`src/rtl/bcp_var_state_if.sv`:
```
// Controller/clause-array bundle for bcp_var_state.
// master = search controller + clause array side, slave = the store.
interface bcp_var_state_if #(
  parameter int NUM_VARS  = 8,
  parameter int WIDTH_LVL = 16
);
  logic                          dcd_valid_i;
  logic [$clog2(NUM_VARS)-1:0]   dcd_var_i;
  logic [1:0]                    dcd_value_i;
  logic [WIDTH_LVL-1:0]          dcd_lvl_i;
  logic                          bkt_valid_i;
  logic [WIDTH_LVL-1:0]          bkt_lvl_i;
  logic [NUM_VARS*3-1:0]         var_value_o;
  logic [NUM_VARS*WIDTH_LVL-1:0] var_lvl_o;
  logic [NUM_VARS*3-1:0]         var_value_down_i;
  logic                          busy_o;
  logic                          done_o;
  logic                          conflict_o;
  logic                          abort_o;
  logic [$clog2(NUM_VARS+1)-1:0] imp_cnt_o;

  modport master (
    output dcd_valid_i, dcd_var_i, dcd_value_i, dcd_lvl_i,
    output bkt_valid_i, bkt_lvl_i, var_value_down_i,
    input  var_value_o, var_lvl_o, busy_o, done_o,
    input  conflict_o, abort_o, imp_cnt_o
  );

  modport slave (
    input  dcd_valid_i, dcd_var_i, dcd_value_i, dcd_lvl_i,
    input  bkt_valid_i, bkt_lvl_i, var_value_down_i,
    output var_value_o, var_lvl_o, busy_o, done_o,
    output conflict_o, abort_o, imp_cnt_o
  );
endinterface

```
`src/rtl/bcp_var_state.sv`:
```
// Variable assignment/level store closing the BCP loop around
// the clause array: decisions, implication fixed point, backtrack.
module bcp_var_state #(
  parameter int NUM_VARS  = 8,
  parameter int WIDTH_LVL = 16,
  parameter int MAX_ITER  = 15
) (
  input logic           clk,
  input logic           rst,
  bcp_var_state_if.slave bus
);
  localparam int CW = $clog2(NUM_VARS + 1);
  localparam int IW = $clog2(MAX_ITER + 1);

  typedef enum logic [1:0] {IDLE, PROP, DONE, BKT} state_e;

  state_e state_q, state_d;
  logic [NUM_VARS-1:0][2:0]           val_q, val_d;
  logic [NUM_VARS-1:0][WIDTH_LVL-1:0] lvl_q, lvl_d;
  logic [WIDTH_LVL-1:0] cur_lvl_q, cur_lvl_d;
  logic [WIDTH_LVL-1:0] tgt_lvl_q, tgt_lvl_d;
  logic [IW-1:0]        iter_q, iter_d;
  logic [CW-1:0]        imp_cnt_q, imp_cnt_d;
  logic busy_q, busy_d;
  logic done_q, done_d;
  logic conflict_q, conflict_d;
  logic abort_q, abort_d;

  logic [NUM_VARS-1:0][1:0] dn_v;
  logic [NUM_VARS-1:0]      cfl_v, new_v, unused_dn;
  logic [CW-1:0]            new_cnt;
  logic [IW-1:0]            iter_nx;

  // Implied-flag bits on the down path carry no information here.
  always_comb begin
    dn_v      = '0;
    cfl_v     = '0;
    new_v     = '0;
    unused_dn = '0;
    new_cnt   = '0;
    for (int i = 0; i < NUM_VARS; i++) begin
      dn_v[i]      = bus.var_value_down_i[3*i +: 2];
      unused_dn[i] = bus.var_value_down_i[3*i+2];
      cfl_v[i] = (dn_v[i] == 2'b11) ||
                 ((dn_v[i] != 2'b00) &&
                  (val_q[i][1:0] != 2'b00) &&
                  (dn_v[i] != val_q[i][1:0]));
      new_v[i] = (val_q[i][1:0] == 2'b00) &&
                 (dn_v[i] != 2'b00);
      new_cnt  = new_cnt + CW'(new_v[i]);
    end
  end

  assign iter_nx = iter_q + 1'b1;

  always_comb begin
    state_d    = state_q;
    val_d      = val_q;
    lvl_d      = lvl_q;
    cur_lvl_d  = cur_lvl_q;
    tgt_lvl_d  = tgt_lvl_q;
    iter_d     = iter_q;
    imp_cnt_d  = imp_cnt_q;
    conflict_d = conflict_q;
    abort_d    = abort_q;
    unique case (state_q)
      IDLE: begin
        if (bus.dcd_valid_i) begin
          conflict_d = 1'b0;
          abort_d    = 1'b0;
          imp_cnt_d  = '0;
          iter_d     = '0;
          if (val_q[bus.dcd_var_i][1:0] != 2'b00) begin
            conflict_d = 1'b1;
            state_d    = DONE;
          end else begin
            val_d[bus.dcd_var_i] = {1'b0, bus.dcd_value_i};
            lvl_d[bus.dcd_var_i] = bus.dcd_lvl_i;
            cur_lvl_d = bus.dcd_lvl_i;
            state_d   = PROP;
          end
        end else if (bus.bkt_valid_i) begin
          conflict_d = 1'b0;
          abort_d    = 1'b0;
          imp_cnt_d  = '0;
          tgt_lvl_d  = bus.bkt_lvl_i;
          state_d    = BKT;
        end
      end
      PROP: begin
        if (|cfl_v) begin
          conflict_d = 1'b1;
          state_d    = DONE;
        end else if (!(|new_v)) begin
          state_d = DONE;
        end else begin
          for (int i = 0; i < NUM_VARS; i++) begin
            if (new_v[i]) begin
              val_d[i] = {1'b1, dn_v[i]};
              lvl_d[i] = cur_lvl_q;
            end
          end
          imp_cnt_d = imp_cnt_q + new_cnt;
          iter_d    = iter_nx;
          if (iter_nx == IW'(MAX_ITER)) begin
            abort_d = 1'b1;
            state_d = DONE;
          end
        end
      end
      BKT: begin
        for (int i = 0; i < NUM_VARS; i++) begin
          if (lvl_q[i] > tgt_lvl_q) begin
            val_d[i] = '0;
            lvl_d[i] = '0;
          end
        end
        cur_lvl_d = tgt_lvl_q;
        state_d   = DONE;
      end
      DONE: state_d = IDLE;
      default: state_d = IDLE;
    endcase
    busy_d = (state_d != IDLE);
    done_d = (state_d == DONE);
  end

  always_ff @(posedge clk or posedge rst) begin
    if (rst) begin
      state_q    <= IDLE;
      val_q      <= '0;
      lvl_q      <= '0;
      cur_lvl_q  <= '0;
      tgt_lvl_q  <= '0;
      iter_q     <= '0;
      imp_cnt_q  <= '0;
      busy_q     <= 1'b0;
      done_q     <= 1'b0;
      conflict_q <= 1'b0;
      abort_q    <= 1'b0;
    end else begin
      state_q    <= state_d;
      val_q      <= val_d;
      lvl_q      <= lvl_d;
      cur_lvl_q  <= cur_lvl_d;
      tgt_lvl_q  <= tgt_lvl_d;
      iter_q     <= iter_d;
      imp_cnt_q  <= imp_cnt_d;
      busy_q     <= busy_d;
      done_q     <= done_d;
      conflict_q <= conflict_d;
      abort_q    <= abort_d;
    end
  end

  assign bus.var_value_o = val_q;
  assign bus.var_lvl_o   = lvl_q;
  assign bus.busy_o      = busy_q;
  assign bus.done_o      = done_q;
  assign bus.conflict_o  = conflict_q;
  assign bus.abort_o     = abort_q;
  assign bus.imp_cnt_o   = imp_cnt_q;
endmodule

```
`src/flat_wrapper.sv`:
```
// flat-port wrapper written by rule: the top's interface ports become plain ports
module bcp_var_state_flat 
#(
  parameter int NUM_VARS  = 8,
  parameter int WIDTH_LVL = 16,
  parameter int MAX_ITER  = 15
)
  (clk, rst, bus_dcd_valid_i, bus_dcd_var_i, bus_dcd_value_i, bus_dcd_lvl_i, bus_bkt_valid_i, bus_bkt_lvl_i, bus_var_value_down_i, bus_var_value_o, bus_var_lvl_o, bus_busy_o, bus_done_o, bus_conflict_o, bus_abort_o, bus_imp_cnt_o);
  bcp_var_state_if #(.NUM_VARS(NUM_VARS), .WIDTH_LVL(WIDTH_LVL)) bus_i ();
  input logic clk;
  input logic rst;
  input wire logic [$bits(bus_i.dcd_valid_i)-1:0] bus_dcd_valid_i;
  input wire logic [$bits(bus_i.dcd_var_i)-1:0] bus_dcd_var_i;
  input wire logic [$bits(bus_i.dcd_value_i)-1:0] bus_dcd_value_i;
  input wire logic [$bits(bus_i.dcd_lvl_i)-1:0] bus_dcd_lvl_i;
  input wire logic [$bits(bus_i.bkt_valid_i)-1:0] bus_bkt_valid_i;
  input wire logic [$bits(bus_i.bkt_lvl_i)-1:0] bus_bkt_lvl_i;
  input wire logic [$bits(bus_i.var_value_down_i)-1:0] bus_var_value_down_i;
  output wire logic [$bits(bus_i.var_value_o)-1:0] bus_var_value_o;
  output wire logic [$bits(bus_i.var_lvl_o)-1:0] bus_var_lvl_o;
  output wire logic [$bits(bus_i.busy_o)-1:0] bus_busy_o;
  output wire logic [$bits(bus_i.done_o)-1:0] bus_done_o;
  output wire logic [$bits(bus_i.conflict_o)-1:0] bus_conflict_o;
  output wire logic [$bits(bus_i.abort_o)-1:0] bus_abort_o;
  output wire logic [$bits(bus_i.imp_cnt_o)-1:0] bus_imp_cnt_o;
  assign bus_i.dcd_valid_i = bus_dcd_valid_i;
  assign bus_i.dcd_var_i = bus_dcd_var_i;
  assign bus_i.dcd_value_i = bus_dcd_value_i;
  assign bus_i.dcd_lvl_i = bus_dcd_lvl_i;
  assign bus_i.bkt_valid_i = bus_bkt_valid_i;
  assign bus_i.bkt_lvl_i = bus_bkt_lvl_i;
  assign bus_i.var_value_down_i = bus_var_value_down_i;
  assign bus_var_value_o = bus_i.var_value_o;
  assign bus_var_lvl_o = bus_i.var_lvl_o;
  assign bus_busy_o = bus_i.busy_o;
  assign bus_done_o = bus_i.done_o;
  assign bus_conflict_o = bus_i.conflict_o;
  assign bus_abort_o = bus_i.abort_o;
  assign bus_imp_cnt_o = bus_i.imp_cnt_o;
  bcp_var_state #(.NUM_VARS(NUM_VARS), .WIDTH_LVL(WIDTH_LVL), .MAX_ITER(MAX_ITER)) u_core (.clk(clk), .rst(rst), .bus(bus_i));
endmodule
```
`config.mk`:
```
export PLATFORM = sky130hd
export DESIGN_NAME = bcp_var_state_flat
export DESIGN_NICKNAME = d
export VERILOG_FILES = /design/src/rtl/bcp_var_state_if.sv /design/src/rtl/bcp_var_state.sv /design/src/flat_wrapper.sv
export SDC_FILE = /design/constraint.sdc
export NUM_CORES = 1
export LEC_CHECK = 0
export ABC_CLOCK_PERIOD_IN_PS = 11400
export BUFFER_PORTS_ARGS = -buffer_cell sky130_fd_sc_hd__buf_2
export CAP_MARGIN = 15
export CORE_UTILIZATION = 35
export DETAILED_ROUTE_END_ITERATION = 8
export PLACE_DENSITY_LB_ADDON = 0.12
export SLEW_MARGIN = 40
export SYNTH_ARGS = -nofsm -noshare
export SYNTH_HDL_FRONTEND = slang
export SYNTH_SLANG_ARGS = --single-unit
```
`constraint.sdc`:
```
create_clock -name clk -period 11.4 [get_ports clk]
set_clock_uncertainty 0.2 [all_clocks]
set_input_delay 1.14 -clock clk [delete_from_list [all_inputs] [get_ports clk]]
set_output_delay 1.14 -clock clk [all_outputs]
set_load 0.05 [all_outputs]
```
==> reports/metrics.csv <==
stage;metric;value;unit
outcome;status;finished, final reports clean;
yosys;top-count cell post-synth;dfrtp_1;
cells_and_area;nets@finish;1601;
sta;final setup vio count;0;
yosys;Post-synth top flop;dfrtp_1;
power_and_ir_drop;worst vdd ir;0.1873;mV
yosys;syn_nets;1397;
clock_tree;CTS buffer count;17;
drt;TritonRoute pass-1 iters;4;
drt;initial drt markers;719;
die;Die Y;190.0;microns
global_route;first-pass GRT wire length;65.76;mm
drt;mean routed wirelength per cell;23.94;microns
worst_setup_path;Critical Path End Type;flop;
drt;DR DRC count;0;
drt;Post-Route WL;44.53;mm
clock_tree;CTS tree;built;
clock_tree;clock sinks;198;
clock_tree;Worst-Skew Late Latency;460;ps
worst_setup_path;Crit Path Max Fanout;4;
sta;Setup TNS;0;ps
yosys;Syn. warnings;0;
yosys;Syn Std Cell Area;12380;sq um
clock_tree;Resized Gates After CTS;0;
clock_tree;Post-CTS Hold Buffers;0;
cells_and_area;Area growth, synth to finish;17.60;%
yosys;area share of the largest cell type after synthesis;0.4004;
sta;Final min period;4562;ps
yosys;most frequent cells after synthesis;dfrtp_1 (198), o21ai_0 (197), ha_1 (140), mux2_2 (101), nand2_1 (81);
sta;Tcrit/Tclk final;0.4002;
sta;worst rel slew slack;0.4092;
global_route;global route overflow;0;
global_route;largest net degree at the start of global routing;131;
place;gpl congestion;0.8639;
clock_tree;H-tree Lvls;4;
worst_setup_path;Arr. time, crit path;4690;ps
global_route;All-Layer GR Usage;0.2509;
worst_setup_path;Setup CP Type;input port to flop;
worst_setup_path;Setup crit start kind;input port;
place;I/O Buffers;216;
yosys;sequential fraction of the synthesis area;0.4004;
die;io pins;225;
drt;DRT antenna net count;0;
sta;final hold violations;0;
run;max-cap violation count;0;
die;floorplan row count;68;
power_and_ir_drop;pwr/cell area;341.9;nW/um^2
worst_setup_path;CP required;11530;ps
cells_and_area;layout cells sized above 1;0.2954;
clock_tree;root buffer cell;clkbuf_16;
die;core area;34630;sq um
yosys;post-synthesis cell type count;64;
sta;Max Fclk;219.2;MHz
clock_tree;clock tree buffer depth;2;
yosys;Syn Area/Cell;10.42;sq um
yosys;number of synthesized register bits;198;
sta;Max Slew Vio Count;0;
global_route;number of global-route vias before repair;9925;
die;chip width;190.0;microns
die;starting density of the core;0.3574;
cells_and_area;fillcell total;3440;
cells_and_area;post-layout util;0.4203;
yosys;synthesized instance count;1188;
sta;unrepaired setup endpoints after global routing;false;
die;die area;36120;sq um
place;HPWL after DPL;31.93;mm
worst_hold_path;hold crit path type;flop to flop;
sta;Worst Tran Pin Value;877.0;ps
drt;vias per cell;5.521;
yosys;Post-synth EDFFs;0;
drt;DR vias;10270;
yosys;most area-hungry cell type in the Yosys netlist;dfrtp_1;
yosys;Area contributors post-synth;dfrtp_1 (40%), ha_1 (14%), mux2_2 (9.2%);
yosys;asr flop ratio synth;1.000;
clock_tree;clock-pin transition on the worst setup and hold timing paths;80;ps
power_and_ir_drop;Leak Pwr;0.007335;uW
clock_tree;setup bufs post-CTS;0;
cells_and_area;number of diodes;0;
global_route;initial antenna violation count;1;
layout make-up:
type	count	area [sq um]	area share
multi-input combinational	895	7010	0.4817
sequential	198	4955	0.3404
timing repair buffer	231	1229	0.08442
tap	455	569.3	0.03912
clock buffer	18	429.2	0.02949
inverter	49	196.4	0.01350
clock inverter	14	165.2	0.01135
kinds of logic (layout without fill, tap and decap cells):
family	count (synthesis)	after routing	share of synthesized area
buffers and inverters	95	312	0.03609
DFF	198	198	0.4004
xor gates and xnor gates	5	5	0.003538
muxes	159	159	0.1521
and+or+nand+nor	248	248	0.1022
AOI/OAI and AO/OA	339	339	0.1577
adders and majority gates	144	144	0.1480
worst paths after layout:
check / startpoint / to / slack [ps] / cells after the start
worst min-delay path: u_core.bus.abort_o / u_core.bus.abort_o / 290 / 2
worst max register to register: flop / u_core.bus.imp_cnt_o[3] / 7350 / 15
max in group asynchronous: rst / asynchronous set/reset pin / 9220 / 3
min in group asynchronous: rst / asynchronous set/reset pin / 590 / 2
worst max-delay path: bus_var_value_down_i[3] / u_core.bus.imp_cnt_o[3] / 6840 / 15
worst min register to register: u_core.bus.abort_o / u_core.bus.abort_o / 290 / 2
worst max-delay path, stage by stage:
cell,delay [ps]
buf_2,120
o21ai_0,600
inv_1,100
ha_1,300
inv_1,40
fa_1,490
fa_1,430
fa_1,490
inv_1,40
ha_1,190
a21o_1,190
a21oi_1,180
xnor2_1,110
o211ai_1,160
o31ai_1,90
power breakdown:
| part | internal (uW) | switching [uW] | total [uW] |
|---|---|---|---|
| clock network | 331 | 312 | 643 |
| registers | 987 | 291 | 1280 |
| logic | 980 | 2080 | 3060 |
cell usage in the layout (no fill, tap or decap), types with 3 or more instances in the layout:
| cell type | instances |
|---|---|
| a211oi_1 | 8 |
| a21o_1 | 12 |
| a21oi_1 | 73 |
| a221o_1 | 4 |
| a22oi_1 | 4 |
| and3_1 | 3 |
| buf_2 | 216 |
| buf_4 | 11 |
| clkbuf_16 | 17 |
| clkinv_4 | 4 |
| dfrtp_1 | 198 |
| fa_1 | 4 |
| ha_1 | 140 |
| inv_1 | 48 |
| inv_6 | 4 |
| mux2_1 | 11 |
| mux2_2 | 101 |
| mux2_4 | 30 |
| mux2i_1 | 17 |
| nand2_1 | 81 |
| nand2b_1 | 24 |
| nand3_1 | 20 |
| nand3b_1 | 3 |
| nand4_1 | 32 |
| nor2_1 | 45 |
| nor2b_1 | 4 |
| nor3_1 | 7 |
| nor4_1 | 8 |
| o211ai_1 | 7 |
| o21a_1 | 5 |
| o21ai_0 | 197 |
| o22ai_1 | 4 |
| o32ai_1 | 3 |
| xnor2_1 | 5 |
layer usage:
layer	part of all wire	global-route usage	vias up
met5	0	0	-
met4	0.018	0.06607	0
met3	0.056	0.04409	40
met2	0.44	0.3821	293
met1	0.48	0.3636	5151
li1	-	-	4785
per-stage QoR:
stage | instance area, sq um | power [uW] | instances | setup WS [ps] | hold slack [ps]
global placement | 13890 | 4265 | 1825 | 6398 | 263.8
finish | 14550 | 4976 | 1860 | 6838 | 285.1
detailed placement | 13960 | 4322 | 1828 | 6368 | 275.8
floorplan | 12380 | 3407 | 1188 | 4663 | 268.8
CTS | 14550 | 4977 | 1860 | 6851 | 297.3
global route | 14550 | 5321 | 1860 | 6685 | 304.6
No activity file was read; power rests on OpenSTA's default activity.
